<file path="src/rtl/conv_output_streamer_if.sv">
// -----------------------------------------------------------------------------
// conv_output_streamer_if
// Pixel stream bundle between the convolution output streamer and its
// downstream consumer (pooling stage or host readback path).
//
// Handshake: a beat transfers on a rising clock edge when pixValid and pixReady
// are both 1. Once pixValid is raised it stays high, and pixOut, pixEol,
// pixLast, rowIdx and colIdx hold stable, until that transfer happens.
// pixReady may be driven freely by the consumer; it is ignored when pixValid=0.
//
// Signals:
//   pixOut   - current pixel value
//   pixValid - pixOut and the markers are valid
//   pixReady - consumer accepts the current pixel
//   pixEol   - current pixel is the last of its row
//   pixLast  - current pixel is the last of the frame
//   rowIdx   - row of the current pixel
//   colIdx   - column of the current pixel
// Modports: master = streamer side, slave = consumer side.
// -----------------------------------------------------------------------------
interface conv_output_streamer_if #(
    parameter int DATA_WIDTH = 8
);
    logic [DATA_WIDTH-1:0] pixOut;
    logic                  pixValid;
    logic                  pixReady;
    logic                  pixEol;
    logic                  pixLast;
    logic [3:0]            rowIdx;
    logic [3:0]            colIdx;

    modport master (
        output pixOut, pixValid, pixEol, pixLast, rowIdx, colIdx,
        input  pixReady
    );

    modport slave (
        input  pixOut, pixValid, pixEol, pixLast, rowIdx, colIdx,
        output pixReady
    );
endinterface

</file>
<file path="src/rtl/conv_output_streamer.sv">
// -----------------------------------------------------------------------------
// conv_output_streamer
// Latches the flat (H-F+1)x(W-F+1) feature-map bus of the convolution layer in
// one cycle and replays it as a row-major pixel stream with end-of-row and
// end-of-frame markers. The latched copy lets the conv layer start on the next
// frame while this one is still draining.
//
// Optional feature: define STREAM_RELU_EN to clamp negative pixels (MSB set)
// to zero at the output. The buffer always holds raw data.
//
// Ports:
//   clk        - rising-edge clock
//   reset      - asynchronous active-low reset
//   featureMap - flat feature map, pixel k at [k*DATA_WIDTH +: DATA_WIDTH],
//                k = row*OW + col
//   capture    - one-cycle request to latch featureMap
//   busy       - a frame is held or streaming
//   overrun    - sticky: a capture arrived while busy and was dropped
//   dbg_state  - current FSM state (0 = IDLE, 1 = STREAM)
//   pix        - pixel stream bundle (master side)
// -----------------------------------------------------------------------------
module conv_output_streamer #(
    parameter int DATA_WIDTH = 8,
    parameter int H          = 8,
    parameter int W          = 8,
    parameter int F          = 3
) (
    input  logic                                           clk,
    input  logic                                           reset,
    input  logic [0:(H-F+1)*(W-F+1)*DATA_WIDTH-1]          featureMap,
    input  logic                                           capture,
    output logic                                           busy,
    output logic                                           overrun,
    output logic                                           dbg_state,
    conv_output_streamer_if.master                         pix
);

    localparam int OH = H - F + 1;
    localparam int OW = W - F + 1;
    localparam int N  = OH * OW;
    localparam int IW = (N > 1) ? $clog2(N) : 1;

    typedef enum logic {
        IDLE   = 1'b0,
        STREAM = 1'b1
    } state_t;

    state_t state;
    state_t next_state;

    logic [DATA_WIDTH-1:0] pix_mem [N];
    logic [IW-1:0]         idx;
    logic [3:0]            row;
    logic [3:0]            col;
    logic [DATA_WIDTH-1:0] raw_pix;

    logic xfer;
    logic at_last;
    logic at_eol;
    logic end_xfer;
    logic load;

    // pixValid is 1 throughout STREAM, so a transfer only needs pixReady.
    assign xfer     = (state == STREAM) && pix.pixReady;
    assign at_last  = (idx == IW'(N - 1));
    assign at_eol   = (col == 4'(OW - 1));
    assign end_xfer = xfer && at_last;
    // A capture is honoured in IDLE or on the edge that retires the last
    // pixel; that second case gives back-to-back frames with no bubble.
    assign load     = capture && ((state == IDLE) || end_xfer);

    assign raw_pix   = pix_mem[idx];
    assign dbg_state = state;

    // State register
    always_ff @(posedge clk or negedge reset) begin
        if (!reset) begin
            state <= IDLE;
        end else begin
            state <= next_state;
        end
    end

    // Next-state logic
    always_comb begin
        next_state = state;
        case (state)
            IDLE: begin
                if (capture) begin
                    next_state = STREAM;
                end
            end
            STREAM: begin
                if (end_xfer && !capture) begin
                    next_state = IDLE;
                end
            end
            default: next_state = IDLE;
        endcase
    end

    // Output logic: everything is gated by state so reset and IDLE show zeros
    // regardless of the (unreset) buffer contents.
    always_comb begin
        busy         = 1'b0;
        pix.pixValid = 1'b0;
        pix.pixOut   = '0;
        pix.pixEol   = 1'b0;
        pix.pixLast  = 1'b0;
        pix.rowIdx   = '0;
        pix.colIdx   = '0;
        if (state == STREAM) begin
            busy         = 1'b1;
            pix.pixValid = 1'b1;
`ifdef STREAM_RELU_EN
            pix.pixOut   = raw_pix[DATA_WIDTH-1] ? '0 : raw_pix;
`else
            pix.pixOut   = raw_pix;
`endif
            pix.pixEol   = at_eol;
            pix.pixLast  = at_last;
            pix.rowIdx   = row;
            pix.colIdx   = col;
        end
    end

    // Frame buffer: contents are don't-care after reset, so no reset term.
    always_ff @(posedge clk) begin
        if (load) begin
            for (int k = 0; k < N; k++) begin
                pix_mem[k] <= featureMap[k*DATA_WIDTH +: DATA_WIDTH];
            end
        end
    end

    // Pixel index with a row/column counter pair alongside it, so row and
    // column never need a divider.
    always_ff @(posedge clk or negedge reset) begin
        if (!reset) begin
            idx <= '0;
            row <= '0;
            col <= '0;
        end else if (load) begin
            idx <= '0;
            row <= '0;
            col <= '0;
        end else if (xfer) begin
            if (at_last) begin
                idx <= '0;
                row <= '0;
                col <= '0;
            end else begin
                idx <= idx + 1'b1;
                if (at_eol) begin
                    col <= '0;
                    row <= row + 1'b1;
                end else begin
                    col <= col + 1'b1;
                end
            end
        end
    end

    // Sticky overrun: any capture in STREAM that is not on the last-pixel
    // transfer edge is dropped.
    always_ff @(posedge clk or negedge reset) begin
        if (!reset) begin
            overrun <= 1'b0;
        end else if ((state == STREAM) && capture && !end_xfer) begin
            overrun <= 1'b1;
        end
    end

endmodule

</file>
<file path="src/flat_wrapper.sv">
// flat-port wrapper written by rule: the top's interface ports become plain ports
module conv_output_streamer_flat 
#(
    parameter int DATA_WIDTH = 8,
    parameter int H          = 8,
    parameter int W          = 8,
    parameter int F          = 3
)
  (clk, reset, featureMap, capture, busy, overrun, dbg_state, pix_pixOut, pix_pixValid, pix_pixEol, pix_pixLast, pix_rowIdx, pix_colIdx, pix_pixReady);
  conv_output_streamer_if #(.DATA_WIDTH(DATA_WIDTH)) pix_i ();
  input  logic clk;
  input  logic reset;
  input  logic [0:(H-F+1)*(W-F+1)*DATA_WIDTH-1] featureMap;
  input  logic capture;
  output logic busy;
  output logic overrun;
  output logic dbg_state;
  output wire logic [$bits(pix_i.pixOut)-1:0] pix_pixOut;
  output wire logic [$bits(pix_i.pixValid)-1:0] pix_pixValid;
  output wire logic [$bits(pix_i.pixEol)-1:0] pix_pixEol;
  output wire logic [$bits(pix_i.pixLast)-1:0] pix_pixLast;
  output wire logic [$bits(pix_i.rowIdx)-1:0] pix_rowIdx;
  output wire logic [$bits(pix_i.colIdx)-1:0] pix_colIdx;
  input wire logic [$bits(pix_i.pixReady)-1:0] pix_pixReady;
  assign pix_pixOut = pix_i.pixOut;
  assign pix_pixValid = pix_i.pixValid;
  assign pix_pixEol = pix_i.pixEol;
  assign pix_pixLast = pix_i.pixLast;
  assign pix_rowIdx = pix_i.rowIdx;
  assign pix_colIdx = pix_i.colIdx;
  assign pix_i.pixReady = pix_pixReady;
  conv_output_streamer #(.DATA_WIDTH(DATA_WIDTH), .H(H), .W(W), .F(F)) u_core (.clk(clk), .reset(reset), .featureMap(featureMap), .capture(capture), .busy(busy), .overrun(overrun), .dbg_state(dbg_state), .pix(pix_i));
endmodule
</file>
<file path="config.mk">
export PLATFORM = sky130hd
export DESIGN_NAME = conv_output_streamer_flat
export DESIGN_NICKNAME = d
export VERILOG_FILES = /design/src/rtl/conv_output_streamer_if.sv /design/src/rtl/conv_output_streamer.sv /design/src/flat_wrapper.sv
export SDC_FILE = /design/constraint.sdc
export NUM_CORES = 1
export LEC_CHECK = 0
export BUFFER_PORTS_ARGS = -buffer_cell sky130_fd_sc_hd__buf_2
export CAP_MARGIN = 0
export CORE_AREA = 5 5 152 154
export CTS_CLUSTER_DIAMETER = 50
export DETAILED_ROUTE_END_ITERATION = 6
export DIE_AREA = 0 0 157 159
export PLACE_DENSITY = 0.84
export SYNTH_ARGS = -nofsm -noshare
export SYNTH_HDL_FRONTEND = slang
export SYNTH_SLANG_ARGS = --single-unit
</file>
<file path="constraint.sdc">
create_clock -name clk -period 31.1 [get_ports clk]
set_clock_uncertainty 0.05 [all_clocks]
set_input_delay 1.555 -clock clk [delete_from_list [all_inputs] [get_ports clk]]
set_output_delay 1.555 -clock clk [all_outputs]
set_load 0.05 [all_outputs]
</file>
==> results of run 1 <==
## final cells by class
| class | instances | share of cell area, % |
|---|---|---|
| Sequential cell | 304 | 60.86 |
| Multi-Input combinational cell | 318 | 18.64 |
| Timing Repair Buffer | 321 | 10.93 |
| Clock buffer | 44 | 6.114 |
| Tap cell | 280 | 2.355 |
| Clock inverter | 16 | 0.9167 |
| Inverter | 4 | 0.1009 |
| Antenna cell | 5 | 0.08410 |
## cells by family (layout without fill, tap and decap cells)
| group | count (synthesis) | after routing | synth area share (%) |
|---|---|---|---|
| buf+inv | 45 | 385 | 2.611 |
| fa+ha+maj | 4 | 4 | 0.4128 |
| compound gates | 121 | 121 | 6.573 |
| other cells | 0 | 5 | 0 |
| mux | 119 | 119 | 12.51 |
| flops | 304 | 304 | 74.63 |
| simple gates | 74 | 74 | 3.271 |
## placed cells by master (no fill, tap or decap), types with 5 or more instances in the layout
master     instances
a21oi_1           38
a22oi_1           38
a22oi_2            5
and2_1             9
buf_2            313
buf_4              8
clkbuf_1           9
clkbuf_16         35
clkinv_1           6
dfrtp_1           14
diode_2            5
edfxtp_1         288
mux2i_1           93
mux4_2            26
nand2_1           11
nand2b_1           5
nand3_1           11
nor2_1            13
nor2b_1            8
o21ai_0           22
or4_1              5
## power by group through the flow
stage | Sequential, mW | Clock (mW) | Combinational, mW
after floorplan | 0.470 | 0 | 0.187
after global placement | 0.478 | 0 | 0.249
after detailed placement | 0.479 | 0 | 0.252
after CTS | 0.471 | 0.381 | 0.254
after global routing | 0.472 | 0.401 | 0.270
final | 0.471 | 0.374 | 0.252
## flip-flops by register name, indices dropped and copies added, names as in the netlist
name	flops
u_core.row	4
u_core.dbg_state	1
u_core.idx	6
u_core.pix_mem	288
u_core.overrun	1
u_core.col	4
## per-layer routing
| layer | track usage [%] | vias to the layer above | share of wire, % |
|---|---|---|---|
| li1 | - | 3322 | - |
| met2 | 40.98 | 385 | 53 |
| met5 | 0 | - | 0.043 |
| met3 | 5.246 | 79 | 7.7 |
| met4 | 10.18 | 2 | 4.3 |
| met1 | 28.46 | 3557 | 35 |
## worst paths after layout
check / to / startpoint / depth (start not counted) / slack [ps]
max in group asynchronous: u_core.idx[0] / reset / 1 / 29760
worst max-delay path: pix_pixOut[3] / u_core.idx[0] / 8 / 25220
worst min register to register: u_core.overrun / u_core.overrun / 1 / 410
worst min-delay path: u_core.overrun / u_core.overrun / 1 / 410
worst max register to register: u_core.pix_mem[6][1] / u_core.idx[2] / 6 / 25970
min in group asynchronous: u_core.row[0] / reset / 1 / 930
## through the flow
step / instances / power, mW / area (µm²) / hold slack [ps]
finish: 1292 / 1.097 / 14880 / 412.6
global route: 1292 / 1.143 / 14880 / 432.8
CTS: 1287 / 1.105 / 14860 / 413.4
detailed placement: 1227 / 0.7311 / 13820 / 400.4
global placement: 1227 / 0.7267 / 13820 / 388.3
floorplan: 667 / 0.6574 / 12130 / 389.9
## critical path, stage by stage, from the launching register on
cell     delay [ps]
dfrtp_4         400
buf_4           790
buf_4           870
mux2i_1         170
a22oi_1         270
a21oi_1         110
or4_1           630
a21oi_1         220
buf_2           290
==> out/qor.yml, run 1 <==
finish:
  regArea_um2: 9054
  multi_input_area_um2: 2773
  syn2layout_area_growth_pct: 22.69
  fin_util_pct: 69.02
  drive_gt1_share_pct: 40.02
  fin_nets: 1279
  fill_cells: 1430
synth:
  yosysTopAreaCell: "edfxtp_1"
  synth_edf_count: 288
  yosys-top-cells-area: "edfxtp_1 (71%), mux2i_1 (7.7%), mux4_2 (4.8%)"
  synth_common_cells: "edfxtp_1 (288), mux2i_1 (93), a21oi_1 (38), a22oi_1 (38), mux4_2 (26)"
  post-synth-top-area-fraction_pct: 71.32
  synth_most_common_cell: "edfxtp_1"
  syn-instance-count: 667
  syn_avg_cell_area_um2: 18.18
  synth-seq-area-share_pct: 74.63
  synth_cell_types: 40
  ys_seq_elements: 304
  ys.flop_type: "edfxtp_1"
  async_reset_ff_share_pct: 5.263
  syn_nets: 963
  synth_warnings: 0
  synth_area_um2: 12130
global_route:
  grt_overflow: 0
  grt_pass1_wl_um: 44150
  grt_pass1_vias: 7801
  antenna_found_initial: 6
  grt_start_max_net_pins: 95
  grt.total_usage_pct: 23.67
power_and_ir_drop:
  p_per_area_nw_per_um2: 73.77
  seqPwrFrac_pct: 42.9
  p_comb_share_pct: 23.0
  p_int_mw: 0.7703
  power_frac_clock_pct: 34.1
  p_switching_mw: 0.3272
  leakagePower_nw: 5.638
  peakVddDrop_mv: 0.04131
  swShare_pct: 29.81
sta:
  setup_ws_ps: 25220
  fin_crit_sh_pct: 18.90
  max_slew_margin_pct: 23.08
  worst_pin_slew_ps: 1154
  setup_viol: 0
  fin_setup_tns_ps: 0
  slew_viol_final: 0
  fin_crit_ps: 5877
  hold_violations: 0
  fmaxAchievable_ghz: 0.1702
  rsz0062_at_grt: "false"
clock_tree:
  cts_hold_buffers: 0
  cts_tree: "done"
  ctsLongestPathBuffers: 3
  clkTransAtPathRegs_ps: 60
  h-tree-depth: 2
  clk_latency_ps: 490
  post_cts_resized: 0
  root_buffer: "clkbuf_16"
  clock-sinks: 304
  numCtsBuffers: 34
  post_cts_buffers: 0
detailed_routing:
  viasPerCell: 5.685
  drtIter0Drc: 648
  drc: 0
  wl_per_cell_um: 23.19
  antenna_left: 0
  wl_um: 29970
  dr.pass1.iters: 5
  via_count: 7345
floorplan:
  die_x_um: 157
  rows: 54
  ios: 314
  coreArea_um2: 21550
  start_util_pct: 56.26
  die_h_um: 159
  die_area_um2: 24960
hold_path:
  min_path_type: "register to register"
critical_path:
  cp.arrival_ps: 4270
  cp-end-kind: "primary output"
  criticalPathCategory: "register to primary output"
  cp.required_ps: 29500
  worstSetupStartpointType: "register"
  worstPathMaxFanout: 59
job:
  drv_cap: 0
placement:
  numPortBuffers: 313
  place_congestion: 0.8241
  dpl_worst_slack_ps: 25710
  dp_hpwl_um: 21740
status:
  status: "completed"
Note: power is estimated with default switching activity, not from simulation.
==> run 2: changes to the inputs <==
- ABC_AREA: default -> 1
- CORE_AREA: 5 5 152 154 -> 5 5 162 164
- DIE_AREA: 0 0 157 159 -> 0 0 167 169
- PLACE_DENSITY: 0.84 -> 0.79
- clock period: 31.1 -> 5.46 ns (I/O delays scaled with it)
==> out/qor.yml, run 2 <==
status:
  status: "completed"
finish:
  top_register: "u_core.pix_mem"
  largest_reg_flops: 288  # unchanged
  fin_nets: 2121  # +66%
  fin_util_pct: 76.31  # +7.3 points
  syn2layout_area_growth_pct: 45.45
  largestRegisters: "u_core.pix_mem (288), u_core.idx (6)"
  drive_gt1_share_pct: 20.76  # -19 points
  final_common_cell: "nand2_1"
  final_cell_mix: "nand2_1 (395), buf_2 (313), dlygate4sd3_1 (290)"
critical_path:
  cp.arrival_ps: 3910  # -360 ps
  r2r_slack_ps: 2140  # -23830 ps
  worstPathMaxFanout: 103  # +75%
  worstSetupStartpointType: "register"
  criticalPathCategory: "register to primary output"
  cp.required_ps: 5140  # -24360 ps
  cp-end-kind: "primary output"
placement:
  numPortBuffers: 313  # unchanged
  dp_hpwl_um: 23780  # +9.4%
  place_congestion: 0.8609  # +4.5%
  dpl_worst_slack_ps: 2021  # -23690 ps
sta:
  fin_crit_ps: 4237
  rsz0062_at_grt: "false"
  fmaxAchievable_ghz: 0.2360
  setup_ws_ps: 1223  # -24000 ps
  setup_viol: 0  # unchanged
  holdWs_ps: 94.61  # -318.0 ps
  max_slew_margin_pct: 22.44  # -0.64 points
  fin_setup_tns_ps: 0  # unchanged
  worst_pin_slew_ps: 1163  # +9.600 ps
  hold_violations: 0  # unchanged
  slew_viol_final: 0  # unchanged
  fin_crit_sh_pct: 77.60
detailed_routing:
  drc: 0  # unchanged
  via_count: 11900  # +62%
  wl_um: 46900  # +57%
  antenna_left: 0  # unchanged
  dr.pass1.iters: 6  # +1
  wl_per_cell_um: 21.44  # -7.5%
  drtIter0Drc: 1534  # +140%
  viasPerCell: 5.442  # -4.3%
power_and_ir_drop:
  p_comb_share_pct: 32.6  # +9.6 points
  seqPwrFrac_pct: 36.2  # -6.7 points
  leakagePower_nw: 8.392  # +49%
  p_switching_mw: 2.879  # +780%
  p_int_mw: 4.833  # +530%
  power.total_mw: 7.711  # +600%
  p_per_area_nw_per_um2: 408.3  # +450%
  peakVddDrop_mv: 0.3552  # +760%
  power_frac_clock_pct: 31.1  # -3.0 points
  swShare_pct: 37.33  # +7.5 points
floorplan:
  rows: 58  # +7.4%
  die_h_um: 169  # +6.3%
  die_x_um: 167  # +6.4%
  die_area_um2: 28220  # +13%
  coreArea_um2: 24750  # +15%
  ios: 314  # unchanged
  start_util_pct: 52.47  # -3.8 points
synth:
  ys.flop_type: "edfxtp_1"
  syn-instance-count: 1235  # +85%
  syn_avg_cell_area_um2: 10.51  # -42%
  synth_adder_area_share_pct: 0.3855  # -0.027 points
  post-synth-top-area-fraction_pct: 66.61  # -4.7 points
  yosysTopAreaCell: "edfxtp_1"
  synth_warnings: 0  # unchanged
  synth_cell_types: 28  # -30%
  synth_area_um2: 12980  # +7.1%
  async_reset_ff_share_pct: 5.263  # unchanged
  synth_most_common_cell: "nand2_1"
  synth.mux.area_fraction_pct: 0  # -13 points
  synth_top_family_by_area: "simple AND/OR/NAND/NOR gates"
  synth-xor-area-share_pct: 0.2698  # +0.27 points
  synth_edf_count: 288  # unchanged
  yosys-top-cells-area: "edfxtp_1 (67%), nand2_1 (11%), nand3_1 (5.8%)"
  yosys.area_share.simple_pct: 19.75  # +16 points
  synth-seq-area-share_pct: 69.69  # -4.9 points
  ys_seq_elements: 304  # unchanged
  synth_compound_area_share_pct: 2.766  # -3.8 points
  syn_nets: 1531  # +59%
  synth_common_cells: "nand2_1 (396), edfxtp_1 (288), inv_1 (170)"
clock_tree:
  numCtsBuffers: 36  # +5.9%
  clkTransAtPathRegs_ps: 60  # about the same
  cts_tree: "done"
  root_buffer: "clkbuf_16"
  clock-sinks: 304  # unchanged
  clk_latency_ps: 500  # about the same
  post_cts_resized: 0  # unchanged
  ctsLongestPathBuffers: 3  # unchanged
  h-tree-depth: 2  # unchanged
global_route:
  grt_start_max_net_pins: 128  # +35%
  grt_pass1_wl_um: 70720  # +60%
  grt.total_usage_pct: 32.68  # +9.0 points
  antenna_found_initial: 6  # unchanged
  grt_pass1_vias: 12490  # +60%
  grt_overflow: 0  # unchanged
hold_path:
  min_path_type: "primary input to register"
job:
  drv_cap: 0  # unchanged
-- run 2: changes by cell type after synthesis, moves of 16 or more --
cell,before,now
o21ai_0,22,38
nor2_1,14,75
mux2i_1,93,0
a22oi_1,38,0
nand3_1,11,150
mux4_2,26,0
inv_1,4,170
a21oi_1,38,7
nand2_1,11,396
buf_2,7,27
-- run 2: logic make-up (layout without fill, tap and decap cells) --
group	after synthesis	count (layout)
simple gates	627	627
flops	304	304
buf+inv	232	847
compound gates	64	64
fa+ha+maj	4	4
xor+xnor	4	4
other cells	0	7
-- run 2: cell type report --
| class | instances | area (µm²) |
|---|---|---|
| clock buffers | 45 | 977.2 |
| fillers | 1419 | 5862 |
| clock inverters | 18 | 191.4 |
| multi-input cells | 699 | 3017 |
| flip-flops and latches | 304 | 9055 |
| well taps | 330 | 412.9 |
| inverters | 172 | 651.9 |
| diodes | 7 | 17.52 |
| repair buffers | 612 | 4562 |
-- run 2: metrics by stage --
stage,area (µm²),cells
detailed placement,14800,1827
global placement,14800,1827
CTS,18870,2180
floorplan,13010,1235
finish,18880,2187
global route,18880,2186
-- run 2: what timing repair did --
item	in CTS	in global routing
hold endpoints to repair	305	0
hold buffers	290	0
setup buffers	0	0
-- run 2: path summary, 6_finish.rpt --
| check | start | end | cells past startpoint |
|---|---|---|---|
| worst max-delay path | u_core.idx[0] | pix_pixOut[5] | 11 |
| worst min-delay path | pix_pixReady | u_core.dbg_state | 4 |
| worst max register to register | u_core.idx[0] | u_core.pix_mem[29][3] | 6 |
| worst min register to register | u_core.overrun | u_core.overrun | 1 |
| max in group asynchronous | reset | u_core.idx[0] | 2 |
| min in group asynchronous | reset | u_core.row[0] | 2 |
-- run 2: worst max-delay path, stage by stage, from the launching register on --
cell	delay, ps
dfrtp_4	700
inv_4	800
buf_4	540
nand2_1	180
nand2_1	120
nand2_1	80
nand3_1	150
nand3_1	100
nand2_1	100
nand2_1	60
a21oi_1	230
buf_2	310
-- run 2: power by group through the flow --
| stage | clock network [mW] | logic, mW | registers, mW |
|---|---|---|---|
| floorplan | 0 | 1.59 | 2.74 |
| global placement | 0 | 2.18 | 2.82 |
| detailed placement | 0 | 2.21 | 2.83 |
| CTS | 2.36 | 2.39 | 2.78 |
| global route | 2.52 | 2.70 | 2.80 |
| finish | 2.40 | 2.52 | 2.79 |
-- run 2: per-layer routing --
layer	global-route usage (%)	wire length (µm)	vias to the layer above
met4	19.92	3379	0
met3	6.492	4101	246
li1	-	-	5238
met2	56.48	23580	924
met1	37.70	15830	5493
met5	0	0	-
==> run 3: changes to the inputs <==
- clock period: 5.46 -> 4 ns (I/O delays scaled with it)
==> out/qor.yml, run 3 (synthesis results as in run 2) <==
hold_path:
  holdPathEnd: "u_core.dbg_state"
  min_path_type: "primary input to register"
  worstHoldStart: "pix_pixReady"
  holdPathStages: 4  # unchanged
detailed_routing:
  wl_per_cell_um: 21.99  # +2.6%
  wl_um: 48120  # +2.6%
  via_count: 12050  # +1.2%
  drc: 9  # +9
  viasPerCell: 5.506  # +1.2%
  dr.pass1.iters: 7  # +1
  drtIter0Drc: 1505  # -1.9%
  antenna_left: 0  # unchanged
global_route:
  grtUsageMet2_pct: 56.62  # +0.14 points
  grt_overflow: 0  # unchanged
  grt_pass1_vias: 12640  # +1.2%
  met3_usage_pct: 7.029  # +0.54 points
  grt_busiest_layer: "met2"
  grt_pass1_wl_um: 71260  # +0.76%
  grt_start_max_net_pins: 93  # -27%
  grt.total_usage_pct: 33.14  # +0.46 points
  antenna_found_initial: 8  # +2
  met1_usage_pct: 37.06  # -0.64 points
placement:
  dp_hpwl_um: 24060  # +1.2%
  place_congestion: 0.8970  # +4.2%
  numPortBuffers: 313  # unchanged
  dpl_worst_slack_ps: 1014  # -1007 ps
finish:
  final_common_cell: "nand2_1"
  syn2layout_area_growth_pct: 45.19
  fin_nets: 2124  # +0.14%
  largest_reg_flops: 288  # unchanged
  fin_util_pct: 76.18  # -0.14 points
  regArea_um2: 9055  # unchanged
  drive_gt1_share_pct: 20.95  # +0.19 points
  fill_cells: 1464  # +3.2%
  largestRegisters: "u_core.pix_mem (288), u_core.idx (6)"
  multi_input_area_um2: 3017  # unchanged
  top_register: "u_core.pix_mem"
  final_cell_mix: "nand2_1 (395), buf_2 (313), dlygate4sd3_1 (290)"
critical_path:
  critPathBufInv: 2  # -1
  cp.arrival_ps: 3280  # -630 ps
  criticalPathCategory: "register to primary output"
  reg2reg_to: "u_core.pix_mem[29][6]"
  cp.required_ps: 3750  # -1390 ps
  cp_slowest_cell: "dfrtp_2"
  cpMostUsedCell: "nand2_1"
  r2r_slack_ps: 940  # -1200 ps
  crit_path_cell_trace: "buf_4, nand2_1, nand3_1, nand2_1, nand2_1, nand2_1, nor2_1, nor2_1, nor2_1, buf_2"
  critical_path.max_stage_delay_ps: 780  # -20 ps
  r2r_cells: 6  # unchanged
  cp-end-kind: "primary output"
  worstSetupStartpointType: "register"
  critPathTopFamily: "simple AND/OR/NAND/NOR gates"
  reg2reg_from: "u_core.idx[1]"
  worstPathMaxFanout: 52  # -50%
clock_tree:
  clock-sinks: 304  # unchanged
  h-tree-depth: 2  # unchanged
  ctsLongestPathBuffers: 3  # unchanged
  root_buffer: "clkbuf_16"
  clkTransAtPathRegs_ps: 60  # about the same
  cts_tree: "done"
  numCtsBuffers: 34  # -5.6%
  post_cts_buffers: 0  # unchanged
  clk_latency_ps: 500  # about the same
job:
  drv_cap: 0  # unchanged
sta:
  rsz0062_at_grt: "false"
  fin_setup_tns_ps: 0  # unchanged
  worst_pin_slew_ps: 911.8  # -251.7 ps
  hold_violations: 0  # unchanged
  max_slew_margin_pct: 39.22  # +17 points
  fin_crit_ps: 3531
  setup_ws_ps: 468.9  # -754.1 ps
  slew_viol_final: 0  # unchanged
  fin_crit_sh_pct: 88.28
  setup_viol: 0  # unchanged
  fmaxAchievable_ghz: 0.2832
floorplan:
  coreArea_um2: 24750  # unchanged
  rows: 58  # unchanged
  die_area_um2: 28220  # unchanged
  ios: 314  # unchanged
  start_util_pct: 52.47  # unchanged
  die_x_um: 167  # unchanged
  die_h_um: 169  # unchanged
power_and_ir_drop:
  leakagePower_nw: 8.389  # about the same
  peakVddDrop_mv: 0.3895  # +9.7%
  p_per_area_nw_per_um2: 548.6  # +34%
status:
  failed_checks: "design-rule violations"
  status: "finished with violations"
-- run 3: cell count changes in the layout (fill, tap and decap cells not counted), sizes merged --
cell    delta
buf        +5
clkbuf     -1
clkinv     -2
diode      -1
-- run 3: metrics by stage --
step / power (mW) / hold WS (ps) / cell area (µm²) / std cells
final: 10.34 / 41.60 / 18850 / 2188
after global routing: 10.74 / 83.35 / 18850 / 2188
after CTS: 10.12 / 25.73 / 18840 / 2182
after detailed placement: 6.891 / 92.40 / 14860 / 1832
after global placement: 6.857 / 84.39 / 14860 / 1832
after floorplan: 5.915 / -145.6 / 13010 / 1235
-- run 3: what timing repair did --
item                                   4_1_cts  5_1_grt
gates resized for setup                      0        0
endpoints found under the hold margin      305        0
hold buffers                               290        0
-- run 3: cell type report --
class | instances | area share, %
inverter | 172 | 3.458
antenna | 6 | 0.07965
multi-input combinational | 699 | 16.00
timing repair buffer | 617 | 24.53
clock inverter | 16 | 0.8761
sequential | 304 | 48.04
tap | 330 | 2.190
clock buffer | 44 | 4.825
-- run 3: worst max path at each step --
stage / end / slack (ps) / cells after the start / start
finish: pix_pixOut[2] / 470 / 10 / u_core.idx[1]
global route: pix_pixOut[7] / 310 / 13 / u_core.idx[0]
CTS: pix_pixOut[2] / 550 / 13 / u_core.idx[0]
detailed placement: u_core.pix_mem[29][7] / 1010 / 6 / u_core.idx[1]
global placement: pix_pixOut[4] / 1100 / 10 / u_core.idx[1]
floorplan: u_core.pix_mem[0][0] / -1670 / 4 / u_core.dbg_state
-- run 3: metal layers --
layer / part of all wire, % / vias to the layer above
li1: - / 5235
met1: 33 / 5515
met2: 49 / 1008
met3: 9.7 / 285
met4: 8.7 / 4
met5: 0.044 / -
-- run 3: power breakdown --
part / internal [mW] / leakage (nW) / switching (mW)
combinational: 1.07 / 5.09 / 2.41
sequential: 3.61 / 2.78 / 0.167
clock: 1.81 / 0.524 / 1.28
-- run 3: worst reg2reg max path, stage by stage (launching register included) --
cell        delay, ps
dfrtp_2           780
ha_2              320
nand4_1           200
o21ai_2           270
nand2_2           110
clkinvlp_4        370
buf_4             560
